--- config.mk ---
export PLATFORM = sky130hd
export DESIGN_NAME = ldpc_layer_addr_gen_flat
export DESIGN_NICKNAME = d
export VERILOG_FILES = /design/src/rtl/ldpc_layer_addr_gen_if.sv /design/src/rtl/ldpc_layer_addr_gen.sv /design/src/flat_wrapper.sv
export SDC_FILE = /design/constraint.sdc
export NUM_CORES = 1
export LEC_CHECK = 0
export BUFFER_PORTS_ARGS = -buffer_cell sky130_fd_sc_hd__buf_4
export CAP_MARGIN = 15
export CORE_MARGIN = 10
export CORE_UTILIZATION = 49
export CTS_CLUSTER_SIZE = 40
export DETAILED_ROUTE_END_ITERATION = 7
export GPL_ROUTABILITY_DRIVEN = 0
export GPL_TIMING_DRIVEN = 0
export HOLD_SLACK_MARGIN = 0.08
export PLACE_DENSITY = 0.86
export SLEW_MARGIN = 15
export SYNTH_ARGS = -nofsm -noshare
export SYNTH_HDL_FRONTEND = slang
export SYNTH_SLANG_ARGS = --single-unit
export TNS_END_PERCENT = 1
--- constraint.sdc ---
create_clock -name clk -period 2.5 [get_ports clk]
set_input_delay 0.25 -clock clk [delete_from_list [all_inputs] [get_ports clk]]
set_output_delay 0.25 -clock clk [all_outputs]
set_load 0.01 [all_outputs]
--- src/rtl/ldpc_layer_addr_gen_if.sv ---
// Control and status bundle between the load/unload FSM, the layer address generator
// and the RCU array / L- and E-memory consumers.
interface ldpc_layer_addr_gen_if #(
   parameter int P        = 26,
   parameter int ROWWIDTH = 5,
   parameter int LYRWIDTH = 1,
   parameter int ITRWIDTH = 4
);
   logic                loaden;
   logic                start;
   logic                stall;
   logic [ITRWIDTH-1:0] max_itr;
   logic                syn_ok;
   logic                SISOready;
   logic                busy;
   logic                firstprocessing_indicate;
   logic [LYRWIDTH-1:0] LYRindex;
   logic [ROWWIDTH-1:0] rowaddress;
   logic                rd_L;
   logic [P-1:0]        rd_E;
   logic [P-1:0]        rcu_en;
   logic [ITRWIDTH-1:0] itr_used;

   modport master (
      output loaden, start, stall, max_itr, syn_ok,
      input  SISOready, busy, firstprocessing_indicate, LYRindex, rowaddress,
             rd_L, rd_E, rcu_en, itr_used
   );

   modport slave (
      input  loaden, start, stall, max_itr, syn_ok,
      output SISOready, busy, firstprocessing_indicate, LYRindex, rowaddress,
             rd_L, rd_E, rcu_en, itr_used
   );
endinterface

--- src/rtl/ldpc_layer_addr_gen.sv ---
// Layered QC-LDPC address generator: NLAYERS x (ROWDEPTH reads + PIPESTAGES drain) per iteration.
// Optional EARLY_TERM_EN macro ends the decode on syn_ok at the end of the last layer.
module ldpc_layer_addr_gen #(
   parameter int Z              = 511,
   parameter int P              = 26,
   parameter int ROWDEPTH       = 20,
   parameter int P_LAST         = Z - P * (ROWDEPTH - 1),
   parameter int NLAYERS        = 2,
   parameter int PIPESTAGES     = 9,
   parameter int ROWWIDTH       = 5,
   parameter int LYRWIDTH       = 1,
   parameter int PIPECOUNTWIDTH = 4,
   parameter int ITRWIDTH       = 4
) (
   input logic                 clk,
   input logic                 rst,
   ldpc_layer_addr_gen_if.slave bus
);
   localparam logic [1:0] S_IDLE  = 2'd0;
   localparam logic [1:0] S_PROC  = 2'd1;
   localparam logic [1:0] S_DRAIN = 2'd2;

   localparam logic [ROWWIDTH-1:0]       ROW_LAST  = ROWWIDTH'(ROWDEPTH - 1);
   localparam logic [PIPECOUNTWIDTH-1:0] PC_LAST   = PIPECOUNTWIDTH'(PIPESTAGES - 1);
   localparam logic [LYRWIDTH-1:0]       LYR_LAST  = LYRWIDTH'(NLAYERS - 1);
   localparam logic [P-1:0]              LAST_MASK = {P{1'b1}} >> (P - P_LAST);

   logic [1:0]                state_q, state_d;
   logic [ROWWIDTH-1:0]       row_q, row_d;
   logic [LYRWIDTH-1:0]       layer_q, layer_d;
   logic [ITRWIDTH-1:0]       itr_q, itr_d;
   logic [ITRWIDTH-1:0]       itr_limit_q, itr_limit_d;
   logic [ITRWIDTH-1:0]       itr_used_q, itr_used_d;
   logic [PIPECOUNTWIDTH-1:0] pipecount_q, pipecount_d;
   logic                      rd_q, rd_d;
   logic                      siso_ready_q, siso_ready_d;

   logic                      illegal;
   logic                      more_itr;
   logic                      rd_act;
   logic [P-1:0]              rcu_en;

`ifdef EARLY_TERM_EN
   assign more_itr = (itr_q < itr_limit_q - ITRWIDTH'(1)) && !bus.syn_ok;
`else
   assign more_itr = itr_q < itr_limit_q - ITRWIDTH'(1);
   wire   unused_syn_ok = bus.syn_ok;
`endif

   assign illegal = !(state_q inside {S_IDLE, S_PROC, S_DRAIN});

   always_comb begin
      // NOTE: every _d starts as its _q so no branch can leave a value unassigned (no latches).
      state_d      = state_q;
      row_d        = row_q;
      layer_d      = layer_q;
      itr_d        = itr_q;
      itr_limit_d  = itr_limit_q;
      itr_used_d   = itr_used_q;
      pipecount_d  = pipecount_q;
      rd_d         = rd_q;
      siso_ready_d = siso_ready_q;

      if (bus.loaden || illegal) begin
         state_d      = S_IDLE;
         row_d        = '0;
         layer_d      = '0;
         itr_d        = '0;
         itr_used_d   = '0;
         pipecount_d  = '0;
         rd_d         = 1'b0;
         siso_ready_d = 1'b0;
      end else if (!bus.stall) begin
         case (state_q)
            S_IDLE: begin
               if (bus.start) begin
                  state_d      = S_PROC;
                  row_d        = '0;
                  layer_d      = '0;
                  itr_d        = '0;
                  rd_d         = 1'b1;
                  siso_ready_d = 1'b0;
                  itr_limit_d  = (bus.max_itr == '0) ? ITRWIDTH'(1) : bus.max_itr;
               end
            end
            S_PROC: begin
               if (row_q == ROW_LAST) begin
                  state_d     = S_DRAIN;
                  rd_d        = 1'b0;
                  pipecount_d = '0;
               end else begin
                  row_d = row_q + ROWWIDTH'(1);
               end
            end
            S_DRAIN: begin
               // Row stays parked on the last address while the RCU pipeline empties.
               if (pipecount_q != PC_LAST) begin
                  pipecount_d = pipecount_q + PIPECOUNTWIDTH'(1);
               end else if (layer_q < LYR_LAST) begin
                  state_d = S_PROC;
                  layer_d = layer_q + LYRWIDTH'(1);
                  row_d   = '0;
                  rd_d    = 1'b1;
               end else if (more_itr) begin
                  state_d = S_PROC;
                  layer_d = '0;
                  itr_d   = itr_q + ITRWIDTH'(1);
                  row_d   = '0;
                  rd_d    = 1'b1;
               end else begin
                  state_d      = S_IDLE;
                  siso_ready_d = 1'b1;
                  itr_used_d   = itr_q + ITRWIDTH'(1);
                  layer_d      = '0;
                  row_d        = '0;
               end
            end
            default: ;
         endcase
      end
   end

   // NOTE: reset is synchronous (sampled only on the edge); state updates use <= so all flops see pre-edge values.
   always_ff @(posedge clk) begin
      if (!rst) begin
         state_q      <= S_IDLE;
         row_q        <= '0;
         layer_q      <= '0;
         itr_q        <= '0;
         itr_limit_q  <= ITRWIDTH'(1);
         itr_used_q   <= '0;
         pipecount_q  <= '0;
         rd_q         <= 1'b0;
         siso_ready_q <= 1'b0;
      end else begin
         state_q      <= state_d;
         row_q        <= row_d;
         layer_q      <= layer_d;
         itr_q        <= itr_d;
         itr_limit_q  <= itr_limit_d;
         itr_used_q   <= itr_used_d;
         pipecount_q  <= pipecount_d;
         rd_q         <= rd_d;
         siso_ready_q <= siso_ready_d;
      end
   end

   // The last address of a layer only carries P_LAST valid rows; E-memory is empty in iteration 0.
   assign rd_act = rd_q & ~bus.stall;
   assign rcu_en = !rd_act ? '0 : ((row_q == ROW_LAST) ? LAST_MASK : '1);

   assign bus.rd_L                     = rd_act;
   assign bus.rcu_en                   = rcu_en;
   assign bus.rd_E                     = (itr_q == '0) ? '0 : rcu_en;
   assign bus.busy                     = state_q != S_IDLE;
   assign bus.firstprocessing_indicate = (state_q != S_IDLE) && (itr_q == '0) && (layer_q == '0);
   assign bus.LYRindex                 = layer_q;
   assign bus.rowaddress               = row_q;
   assign bus.SISOready                = siso_ready_q;
   assign bus.itr_used                 = itr_used_q;
endmodule

--- src/flat_wrapper.sv ---
// flat-port wrapper written by rule: the top's interface ports become plain ports
module ldpc_layer_addr_gen_flat 
#(
   parameter int Z              = 511,
   parameter int P              = 26,
   parameter int ROWDEPTH       = 20,
   parameter int P_LAST         = Z - P * (ROWDEPTH - 1),
   parameter int NLAYERS        = 2,
   parameter int PIPESTAGES     = 9,
   parameter int ROWWIDTH       = 5,
   parameter int LYRWIDTH       = 1,
   parameter int PIPECOUNTWIDTH = 4,
   parameter int ITRWIDTH       = 4
)
  (clk, rst, bus_loaden, bus_start, bus_stall, bus_max_itr, bus_syn_ok, bus_SISOready, bus_busy, bus_firstprocessing_indicate, bus_LYRindex, bus_rowaddress, bus_rd_L, bus_rd_E, bus_rcu_en, bus_itr_used);
  ldpc_layer_addr_gen_if #(.P(P), .ROWWIDTH(ROWWIDTH), .LYRWIDTH(LYRWIDTH), .ITRWIDTH(ITRWIDTH)) bus_i ();
  input logic clk;
  input logic rst;
  input wire logic [$bits(bus_i.loaden)-1:0] bus_loaden;
  input wire logic [$bits(bus_i.start)-1:0] bus_start;
  input wire logic [$bits(bus_i.stall)-1:0] bus_stall;
  input wire logic [$bits(bus_i.max_itr)-1:0] bus_max_itr;
  input wire logic [$bits(bus_i.syn_ok)-1:0] bus_syn_ok;
  output wire logic [$bits(bus_i.SISOready)-1:0] bus_SISOready;
  output wire logic [$bits(bus_i.busy)-1:0] bus_busy;
  output wire logic [$bits(bus_i.firstprocessing_indicate)-1:0] bus_firstprocessing_indicate;
  output wire logic [$bits(bus_i.LYRindex)-1:0] bus_LYRindex;
  output wire logic [$bits(bus_i.rowaddress)-1:0] bus_rowaddress;
  output wire logic [$bits(bus_i.rd_L)-1:0] bus_rd_L;
  output wire logic [$bits(bus_i.rd_E)-1:0] bus_rd_E;
  output wire logic [$bits(bus_i.rcu_en)-1:0] bus_rcu_en;
  output wire logic [$bits(bus_i.itr_used)-1:0] bus_itr_used;
  assign bus_i.loaden = bus_loaden;
  assign bus_i.start = bus_start;
  assign bus_i.stall = bus_stall;
  assign bus_i.max_itr = bus_max_itr;
  assign bus_i.syn_ok = bus_syn_ok;
  assign bus_SISOready = bus_i.SISOready;
  assign bus_busy = bus_i.busy;
  assign bus_firstprocessing_indicate = bus_i.firstprocessing_indicate;
  assign bus_LYRindex = bus_i.LYRindex;
  assign bus_rowaddress = bus_i.rowaddress;
  assign bus_rd_L = bus_i.rd_L;
  assign bus_rd_E = bus_i.rd_E;
  assign bus_rcu_en = bus_i.rcu_en;
  assign bus_itr_used = bus_i.itr_used;
  ldpc_layer_addr_gen #(.Z(Z), .P(P), .ROWDEPTH(ROWDEPTH), .P_LAST(P_LAST), .NLAYERS(NLAYERS), .PIPESTAGES(PIPESTAGES), .ROWWIDTH(ROWWIDTH), .LYRWIDTH(LYRWIDTH), .PIPECOUNTWIDTH(PIPECOUNTWIDTH), .ITRWIDTH(ITRWIDTH)) u_core (.clk(clk), .rst(rst), .bus(bus_i));
endmodule
* After elaboration in Yosys (flattened, before gate mapping)
Index checks and enable logic that the tools add are counted.
** Storage, ports and cells
- Output and inout bits :: 66
- Flip-flop bits (word level) :: 26
- Input port bits :: 10
- Word-level logic and storage cells :: 94
** Cells by class
- Eq/ne operators :: 13
- Muxes and demuxes :: 36
- Bitwise operators :: 8
- Reduce and logical (&&, ||, !) cells :: 21
- Add/sub/neg operators :: 5
- Order comparisons :: 2
** Operators with widths (count)
- 26-bit two-way mux :: 3
- 4-bit two-way mux :: 7
- 6-bit AND reduction :: 3
- 4-bit case mux with 2 select lines :: 2
- 5-bit two-way mux :: 3
- 5-bit case mux with 3 select lines :: 1
- 5-bit AND reduction :: 3
- 2-bit inequality test, second input constant :: 7
- 1-bit two-way mux :: 12
- 4-bit AND reduction :: 3
- 4-bit by 1-bit adder with 4-bit output, second input constant :: 2
- 4-bit zero test :: 2
- 2-bit two-way mux :: 4
- 1-bit inverter :: 7
- 2-bit case mux with 3 select lines :: 1
- 2-bit nonzero test :: 3
- 5-bit by 1-bit adder with 5-bit output, second input constant :: 1
- 5-bit equality test, second input constant :: 1
- 4-bit less-than comparator :: 1
- 4-bit inequality test, second input constant :: 1
- 1-bit case mux with 2 select lines :: 2
- 4-bit by 1-bit subtractor with 4-bit output, second input constant :: 1
- 3-bit by 2-bit inequality test with 1-bit output, second input constant :: 1
- 1-bit case mux with 3 select lines :: 1
- 12 further kinds :: 13

* Longest topological paths before layout
Gate-level depths: netlist (run 1).
- Depth after elaboration :: 6
- Gate-level depth with buffers :: 8

* Least setup slack after synthesis (run 1)
No wires, ideal clock.
- Kind :: register to output
- From :: reg u_core.itr_q[0]
- To :: out bus_rd_E[18]
- Arrival time :: 2.224 ns
- Cell stages (with the launch flop) :: 6
- Setup slack :: 0.026 ns
- Cell sequence :: dfxtp_1 > inv_1 > ha_1 > a21oi_1 > nor2b_1 > buf_4
** On the way
- Cells in the longest elaborated chain, start to end :: 2
** RTL lines
- start, declared :: line ldpc_layer_addr_gen.sv:31 : logic [ITRWIDTH-1:0] itr_q, itr_d;
- start signal, assigned :: line ldpc_layer_addr_gen.sv:139 : itr_q <= itr_d;
- 4-bit zero test :: line ldpc_layer_addr_gen.sv:154 : assign bus.rd_E = (itr_q == '0) ? '0 : rcu_en;
- 26-bit two-way mux :: line ldpc_layer_addr_gen.sv:154
- end, declared :: line flat_wrapper.sv:30 : output wire logic [$bits(bus_i.rd_E)-1:0] bus_rd_E;
Every way passes these cells.

* Final worst setup path (run 1)
- From :: reg u_core.itr_q[0]
- To :: out bus_rd_E[25]
The elaborated chain is that of the path after synthesis.

==> results of run 1 <==
==> registers in the layout, summed over array words and instances, names as in the netlist <==
signal                 flops
u_core.itr_limit_q         4
u_core.rd_q                1
u_core.state_q             2
u_core.bus.itr_used        4
u_core.bus.LYRindex        1
u_core.itr_q               4
u_core.bus.SISOready       1
u_core.bus.rowaddress      5
u_core.pipecount_q         4
==> cell usage in the layout, fill, tap and decap left out, drive strengths merged, types with 3 or more instances in the layout <==
master / instances
inv: 10
ha: 9
nor3: 7
mux2i: 3
a211oi: 5
dfxtp: 26
o21ai: 12
nand3b: 4
a21boi: 5
a21o: 4
a21oi: 16
clkbuf: 8
buf: 125
nand3: 11
nor2: 7
nand2: 11
xnor2: 3
nand2b: 4
==> layer usage <==
metal,part of all wire (%),global-route usage (%),vias to the layer above,routed length (µm)
met5,0,0,-,0
met4,1.6,5.952,0,80
met3,12,2.808,8,605
met2,40,21.24,87,1967
met1,46,18.45,778,2250
li1,-,-,916,-
==> power groups by stage <==
stage                     registers (mW)  clock network [mW]  logic, mW
after floorplan                    0.431                   0     0.0745
after global placement             0.431                   0      0.117
after detailed placement           0.431                   0      0.120
after CTS                          0.422               0.286      0.120
after global routing               0.422               0.303      0.134
final                              0.422               0.282      0.122
==> per-stage QoR <==
stage	area [µm²]	setup slack, ps	util [%]	hold WS, ps	instances
floorplan	1892	26.35	-	338.9	228
global placement	2500	-266.8	67.77	451.2	349
detailed placement	2500	-317.0	67.77	465.7	349
CTS	2569	85.09	69.64	196.1	353
global route	2580	3.940	69.95	210.7	353
finish	2580	205.7	69.95	198.9	353
==> cells by family after synthesis <==
family	share of synthesized area, %
flops	27.51
simple gates	20.04
xor+xnor	1.852
compound gates	19.11
fa+ha+maj	5.952
buf+inv	23.35
mux	2.183
==> cell usage after synthesis (all sizes together) (2+ instances only) <==
cell type / n / area share, %
nand2b: 4 / 1.3
nor3: 7 / 1.9
xnor2: 3 / 1.4
or3: 2 / 0.66
nand3b: 4 / 1.6
ha: 9 / 6.0
a21boi: 5 / 2.0
o21ai: 12 / 3.2
nor2b: 2 / 0.66
a311oi: 2 / 0.93
dfxtp: 26 / 28
nand2: 11 / 2.2
and4b: 2 / 1.1
mux2i: 3 / 1.6
clkbuf: 4 / 0.79
inv: 10 / 2.0
a21oi: 16 / 4.2
nand3: 11 / 2.9
a21o: 4 / 1.6
o21a: 2 / 0.79
a211oi: 5 / 2.0
nor4: 2 / 0.66
nor2: 7 / 1.4
or4b: 2 / 1.3
buf: 52 / 21
or2: 2 / 0.66
==> worst paths after layout <==
kind                                 end              startpoint  slack (ps)  cells after the start
hold reg to reg   u_core.bus.itr_used[3]  u_core.bus.itr_used[3]         470                      2
hold / removal     u_core.itr_limit_q[0]                     rst         200                      2
setup reg to reg         u_core.itr_q[1]   u_core.itr_limit_q[0]         310                      8
setup / recovery            bus_rd_E[25]         u_core.itr_q[0]         210                      6
==> worst max-delay path, delay by kind of cell, from the launching register on <==
family / cells / cell delay [ps]
adder cells (fa/ha/maj): 1 / 250
AND/OR/NAND/NOR: 1 / 330
buffers and inverters: 3 / 350
AO/OA/AOI/OAI: 1 / 400
flip-flops: 1 / 430
==> area by class of cell <==
cell class	instances	share of cell area (%)
Multi-Input combinational cell	136	37.00
Inverter	10	1.455
Clock buffer	4	2.134
Buffer	56	15.66
Timing Repair Buffer	73	21.24
Sequential cell	26	20.17
Tap cell	48	2.328
==> what timing repair did <==
action / in CTS / in global routing
setup endpoints to repair: 26 / 10
gates resized for setup: 3 / 2
pin swaps: 0 / 1
setup buffers: 0 / 0
==> out/metrics.yaml, run 1 <==
run_status:
  status: "complete, no violations"
power_and_ir_drop:
  swShare_pct: 25.47
  seq_power_share_pct: 51.0
  clockPowerShare_pct: 34.2
  finalPower_uw: 826.1
  power_density_mw_per_mm2: 320.2
  pwr-share-comb_pct: 14.8
  peakVddDrop_mv: 0.2870
  power.switching_uw: 210.4
  p_leak_nw: 1.239
  internal-power_uw: 615.7
clock_network:
  cts_sinks: 26
  cts_root_buf: "clkbuf_8"
  h-tree-depth: 1
  clock_path_buffers: 2
  path_clk_slew_ps: 90
  cts_buffers: 3
  clk_latency_ps: 280
  hold_buffers: 0
  tritoncts: "done"
timing:
  rsz0062_at_grt: "false"
  hold_viol_final: 0
  period_share_pct: 91.77
  fmax_mhz: 435.9
  min_period_ps: 2294
  fin_setup_tns_ps: 0
  maxSlewViolCount: 0
  tightest_slew_ps: 940.1
  fin_skew_ps: 3.686
  slew_headroom_pct: 36.95
  setup_viol: 0
grt:
  grt_pass1_vias: 1662
  antenna_found_initial: 0
  overflow: 0
  track_usage_pct: 13.86
  grt_max_degree: 19
  grt_pass1_wl_mm: 7.590
synth:
  async_flop_share_pct: 0
  synth-edff-count: 0
  synth_cell_types: 48
  syn_avg_cell_area_um2: 8.297
  synth_ff_type: "dfxtp_1"
  synth_seq_area_share_pct: 27.51
  synthesis.area_mm2: 0.001892
  synthCells: 228
  ys_ff_latch: 26
  ys_warn_count: 0
  syn-num-nets: 247
final_layout:
  fillers: 313
  multi_input_comb_area_um2: 954.7
  layout.nets: 325
  syn2layout_area_growth_pct: 36.38
  seqCellArea_um2: 520.5
  drive_above_1_share_pct: 45.25
  antennaDiodeCount: 0
critical_path:
  crit_chain: "inv_1 -> ha_1 -> a21oi_4 -> nor2b_4 -> buf_4 -> buf_4"
  slowest_stage: "dfxtp_1"
  worstPathArrival_ps: 2040
  cp_slowest_stage_delay_ps: 430
  worstSetupPathType: "flop to output pin"
  required_ps: 2250
  crit_path_frequent_cell: "buf_4"
  crit_path_end_kind: "output pin"
  cp_max_fo: 18
  startpoint_type: "flop"
placement:
  hpwlAfterDp_mm: 3.941
  port_buffers: 73
route:
  ant_nets: 0
  via_count: 1789
  dr.pass1.iters: 4
  drcViolationCount: 0
  wirelength_mm: 4.904
  routedWlPerCell_um: 13.89
  drtIter0Drc: 55
  vias_per_cell: 5.068
die:
  die_h_um: 82.14
  core_mm2: 0.003689
  initial_core_util_pct: 51.29
  dieWidth_um: 82.14
  rows: 22
  ios: 76
  dieArea_mm2: 0.006746
min_path:
  worstHoldPathType: "input port to flop"
run:
  max-cap-violations: 0
(Power assumes the default switching activity.)
==> run 2: changes to the inputs <==
Settings changed: CORE_UTILIZATION 49 to 52, PLACE_DENSITY 0.86 to 0.9.
Clock period 2.5 ns to 2.9 ns, I/O delays scaled along.
==> out/metrics.yaml, run 2 (synthesized netlist as in run 1, its figures left out) <==
run_status:
  status: "complete, no violations"
critical_path:
  crit_path_end_kind: "output pin"
  worstPathArrival_ps: 2220
  startpoint_type: "flop"
  required_ps: 2610
  worstSetupPathType: "flop to output pin"
  cp_max_fo: 18
power_and_ir_drop:
  p_leak_nw: 1.230
  power_density_mw_per_mm2: 257.0
  finalPower_uw: 654.8
  peakVddDrop_mv: 0.2615
clock_network:
  hold_buffers: 0
  tritoncts: "done"
  clock_path_buffers: 2
  cts_root_buf: "clkbuf_4"
  path_clk_slew_ps: 140
  cts_buffers: 3
  h-tree-depth: 1
  cts_sinks: 26
  clk_latency_ps: 320
timing:
  hold_viol_final: 0
  fmax_mhz: 398.3
  maxSlewViolCount: 0
  fin_setup_tns_ps: 0
  slew_headroom_pct: 36.87
  min_period_ps: 2510
  tightest_slew_ps: 941.2
  setup_viol: 0
  fin_skew_ps: 3.322
  rsz0062_at_grt: "false"
  period_share_pct: 86.57
route:
  wirelength_mm: 4.976
  drtIter0Drc: 43
  via_count: 1800
  vias_per_cell: 5.128
  ant_nets: 0
  dr.pass1.iters: 4
  drcViolationCount: 0
  routedWlPerCell_um: 14.18
die:
  ios: 76
  dieWidth_um: 80.32
  rows: 21
  dieArea_mm2: 0.006451
  initial_core_util_pct: 55.38
  core_mm2: 0.003416
  die_h_um: 80.32
final_layout:
  layout.nets: 325
  drive_above_1_share_pct: 44.92
  layout_commonest_cell: "buf_4"
  fillers: 275
  layout_common_cells: "122 x buf_4, 26 x dfxtp_1, 15 x a21oi_1, 12 x o21ai_0"
  syn2layout_area_growth_pct: 34.66
  largest_reg_flops: 5
  final_cells: 351
  antennaDiodeCount: 0
grt:
  antenna_found_initial: 0
  track_usage_pct: 14.74
  grt_pass1_wl_mm: 7.879
  overflow: 0
  grt_pass1_vias: 1644
  grt_max_degree: 19
run:
  max-cap-violations: 0
min_path:
  worstHoldPathType: "input port to flop"
placement:
  hpwlAfterDp_mm: 4.075
  port_buffers: 73
  dp_cells: 347
run 2: final timing paths:
kind | from | endpoint | slack, ps | cells after the start
hold reg to reg | u_core.bus.itr_used[3] | u_core.bus.itr_used[3] | 480 | 2
hold / removal | rst | u_core.itr_limit_q[0] | 180 | 2
setup / recovery | u_core.itr_q[0] | bus_rd_E[18] | 390 | 6
setup reg to reg | u_core.itr_limit_q[0] | u_core.bus.itr_used[2] | 570 | 8
run 2: timing repair:
action / CTS / global route
endpoints found under the setup margin: 9 / 8
setup buffers: 0 / 0
resized for setup: 2 / 1
run 2: where the power goes:
part	switching (mW)	leakage, nW	internal (mW)
Combinational	0.0564	0.999	0.0476
Clock	0.110	0.0210	0.0768
Sequential	0.00311	0.210	0.361
Total	0.169	1.23	0.485
run 2: per-layer routing:
metal	vias up	wire [µm]	track usage [%]
met5	-	0	0
li1	915	-	-
met4	0	48	4.049
met1	789	2416	19.88
met3	6	500	4.788
met2	90	2010	21.75
run 2: final cells by class:
type                            instances  area (µm²)  area share (%)
Sequential cell                        26       520.5           20.43
Buffer                                 56       404.1           15.86
Inverter                               10       37.54           1.473
Multi-Input combinational cell        136       943.4           37.03
Timing Repair Buffer                   73       548.0           21.51
Tap cell                               46       57.56           2.259
Clock buffer                            4       36.28           1.424
run 2: worst max-delay path: stages, from the launching register on:
cell	delay, ps
dfxtp_1	460
inv_1	100
ha_1	240
a21oi_4	390
nor2b_2	420
buf_4	170
buf_4	110
run 2: through the flow:
step,hold slack (ps),cell area [µm²],worst slack (ps),utilization (%)
6_report,177.7,2547,389.6,74.58
5_1_grt,188.9,2547,158.8,74.58
4_1_cts,169.7,2545,205.7,74.51
3_5_place_dp,454.1,2497,39.86,73.11
3_3_place_gp,451.7,2497,167.3,73.11
2_1_floorplan,378.9,1892,386.4,-
==> run 3: changes to the inputs <==
Settings changed: BUFFER_PORTS_ARGS -buffer_cell sky130_fd_sc_hd__buf_4 to default, CORE_UTILIZATION 52 to 60, CTS_BUF_LIST from default to sky130_fd_sc_hd__clkbuf_4 sky130_fd_sc_hd__clkbuf_8, DONT_BUFFER_PORTS from default to 1, PLACE_DENSITY 0.9 to 0.81.
==> out/metrics.yaml, run 3 (synthesized netlist as in run 1, its figures left out) <==
run_status:
  status: "complete, no violations"
timing:
  fin_setup_tns_ps: 0
  tightest_slew_ps: 943.3
  maxSlewViolCount: 0
  period_share_pct: 87.61
  slew_headroom_pct: 36.74
  hold_viol_final: 0
  fmax_mhz: 393.6
  fin_skew_ps: 11.42
  rsz0062_at_grt: "false"
  setup_viol: 0
  min_period_ps: 2541
grt:
  antenna_found_initial: 0
  grt_pass1_vias: 1516
  grt_pass1_wl_mm: 7.500
  grt_max_degree: 19
  overflow: 0
  track_usage_pct: 15.11
critical_path:
  startpoint_type: "flop"
  crit_path_end_kind: "output pin"
  crit_path_frequent_cell: "buf_4"
  slowest_stage: "dfxtp_1"
  crit_chain: "inv_1 -> ha_1 -> a21oi_2 -> buf_4 -> nor2b_2 -> buf_4"
  required_ps: 2610
  worstPathArrival_ps: 2250
  cp_max_fo: 11
  worstSetupPathType: "flop to output pin"
  cp_slowest_stage_delay_ps: 460
placement:
  dp_cells: 273
  hpwlAfterDp_mm: 3.644
  port_buffers: 0
clock_network:
  cts_buffers: 3
  h-tree-depth: 1
  clk_latency_ps: 330
  tritoncts: "done"
  post_cts_buffers: 0
  path_clk_slew_ps: 150
  cts_sinks: 26
  cts_root_buf: "clkbuf_4"
  clock_path_buffers: 2
die:
  dieWidth_um: 76.15
  dieArea_mm2: 0.005799
  core_mm2: 0.003028
  initial_core_util_pct: 62.48
  ios: 76
  rows: 20
  die_h_um: 76.15
route:
  dr.pass1.iters: 4
  drtIter0Drc: 56
  routedWlPerCell_um: 16.35
  vias_per_cell: 5.705
  ant_nets: 0
  via_count: 1603
  drcViolationCount: 0
  wirelength_mm: 4.593
final_layout:
  layout_commonest_cell: "buf_4"
  layout_common_cells: "50 x buf_4, 26 x dfxtp_1, 15 x a21oi_1, 12 x o21ai_0"
  fillers: 258
  drive_above_1_share_pct: 27.43
  final_cells: 281
  largest_reg_flops: 5
  utilization_pct: 67.27
  antennaDiodeCount: 0
  syn2layout_area_growth_pct: 7.672
  layout.nets: 257
power_and_ir_drop:
  seq_power_share_pct: 57.0
  peakVddDrop_mv: 0.2484
  swShare_pct: 26.10
  p_leak_nw: 0.8625
  power_density_mw_per_mm2: 313.6
  internal-power_uw: 472.1
  power.switching_uw: 166.7
  clockPowerShare_pct: 29.8
  pwr-share-comb_pct: 13.2
min_path:
  worstHoldPathType: "input port to flop"
run:
  max-cap-violations: 0
==> run 3: changes by cell type in the layout (fill, tap and decap cells not counted), sizes merged <==
cell and delta:
buf -72, dlygate4sd3 +4
==> run 3: repair_timing <==
item | 4_1_cts | 5_1_grt
hold buffers | 2 | 2
endpoints found under the setup margin | 8 | 8
hold endpoints to repair | 2 | 1
gates resized for setup | 1 | 1
==> run 3: final cells by class <==
type                            count  area [µm²]  share of cell area, %
Clock buffer                        4       36.28                  1.781
Tap cell                           44       55.05                  2.703
Multi-Input combinational cell    136       935.9                  45.95
Timing Repair Buffer                5       47.55                  2.334
Inverter                           10       37.54                  1.843
Buffer                             56       404.1                  19.84
Sequential cell                    26       520.5                  25.55
==> run 3: routing by layer <==
layer	up-vias	GRT usage [%]	wire length, µm
li1	781	-	-
met1	723	18.89	2073
met2	90	22.70	1913
met3	9	6.132	524
met4	0	5.390	82
met5	-	0	0
==> run 3: worst paths after layout <==
kind                                       startpoint                     end  slack [ps]  cells past startpoint
worst min-delay path                              rst   u_core.itr_limit_q[3]          80                      1
worst min register to register  u_core.pipecount_q[1]   u_core.pipecount_q[1]         500                      2
worst max-delay path                  u_core.itr_q[0]            bus_rd_E[25]         360                      6
worst max register to register  u_core.itr_limit_q[0]  u_core.bus.itr_used[2]         410                      8
==> run 3: stage by stage <==
step / hold WS (ps) / power [mW] / setup WS [ps] / cell area [µm²]
after global placement: 382.8 / 0.4507 / 37.26 / 1947
final: 79.67 / 0.6388 / 359.4 / 2037
after CTS: 81.69 / 0.6394 / 156.0 / 2013
after global routing: 81.31 / 0.6663 / 157.3 / 2037
after floorplan: 378.9 / 0.4354 / 386.4 / 1892
after detailed placement: 386.0 / 0.4517 / 334.0 / 1954
==> run 3: power groups by stage <==
stage          Combinational, mW  Sequential, mW  Clock [mW]
2_1_floorplan             0.0643           0.371           0
3_3_place_gp              0.0787           0.372           0
3_5_place_dp              0.0796           0.372           0
4_1_cts                   0.0821           0.364       0.193
5_1_grt                   0.0939           0.365       0.207
6_report                  0.0842           0.364       0.190
==> run 3: worst max-delay path: cells and delay by family, from the launching register on <==
family                   cells  cell delay [ps]
AO/OA/AOI/OAI                1              290
adder cells (fa/ha/maj)      1              230
buffers and inverters        3              540
flip-flops                   1              460
AND/OR/NAND/NOR              1              390
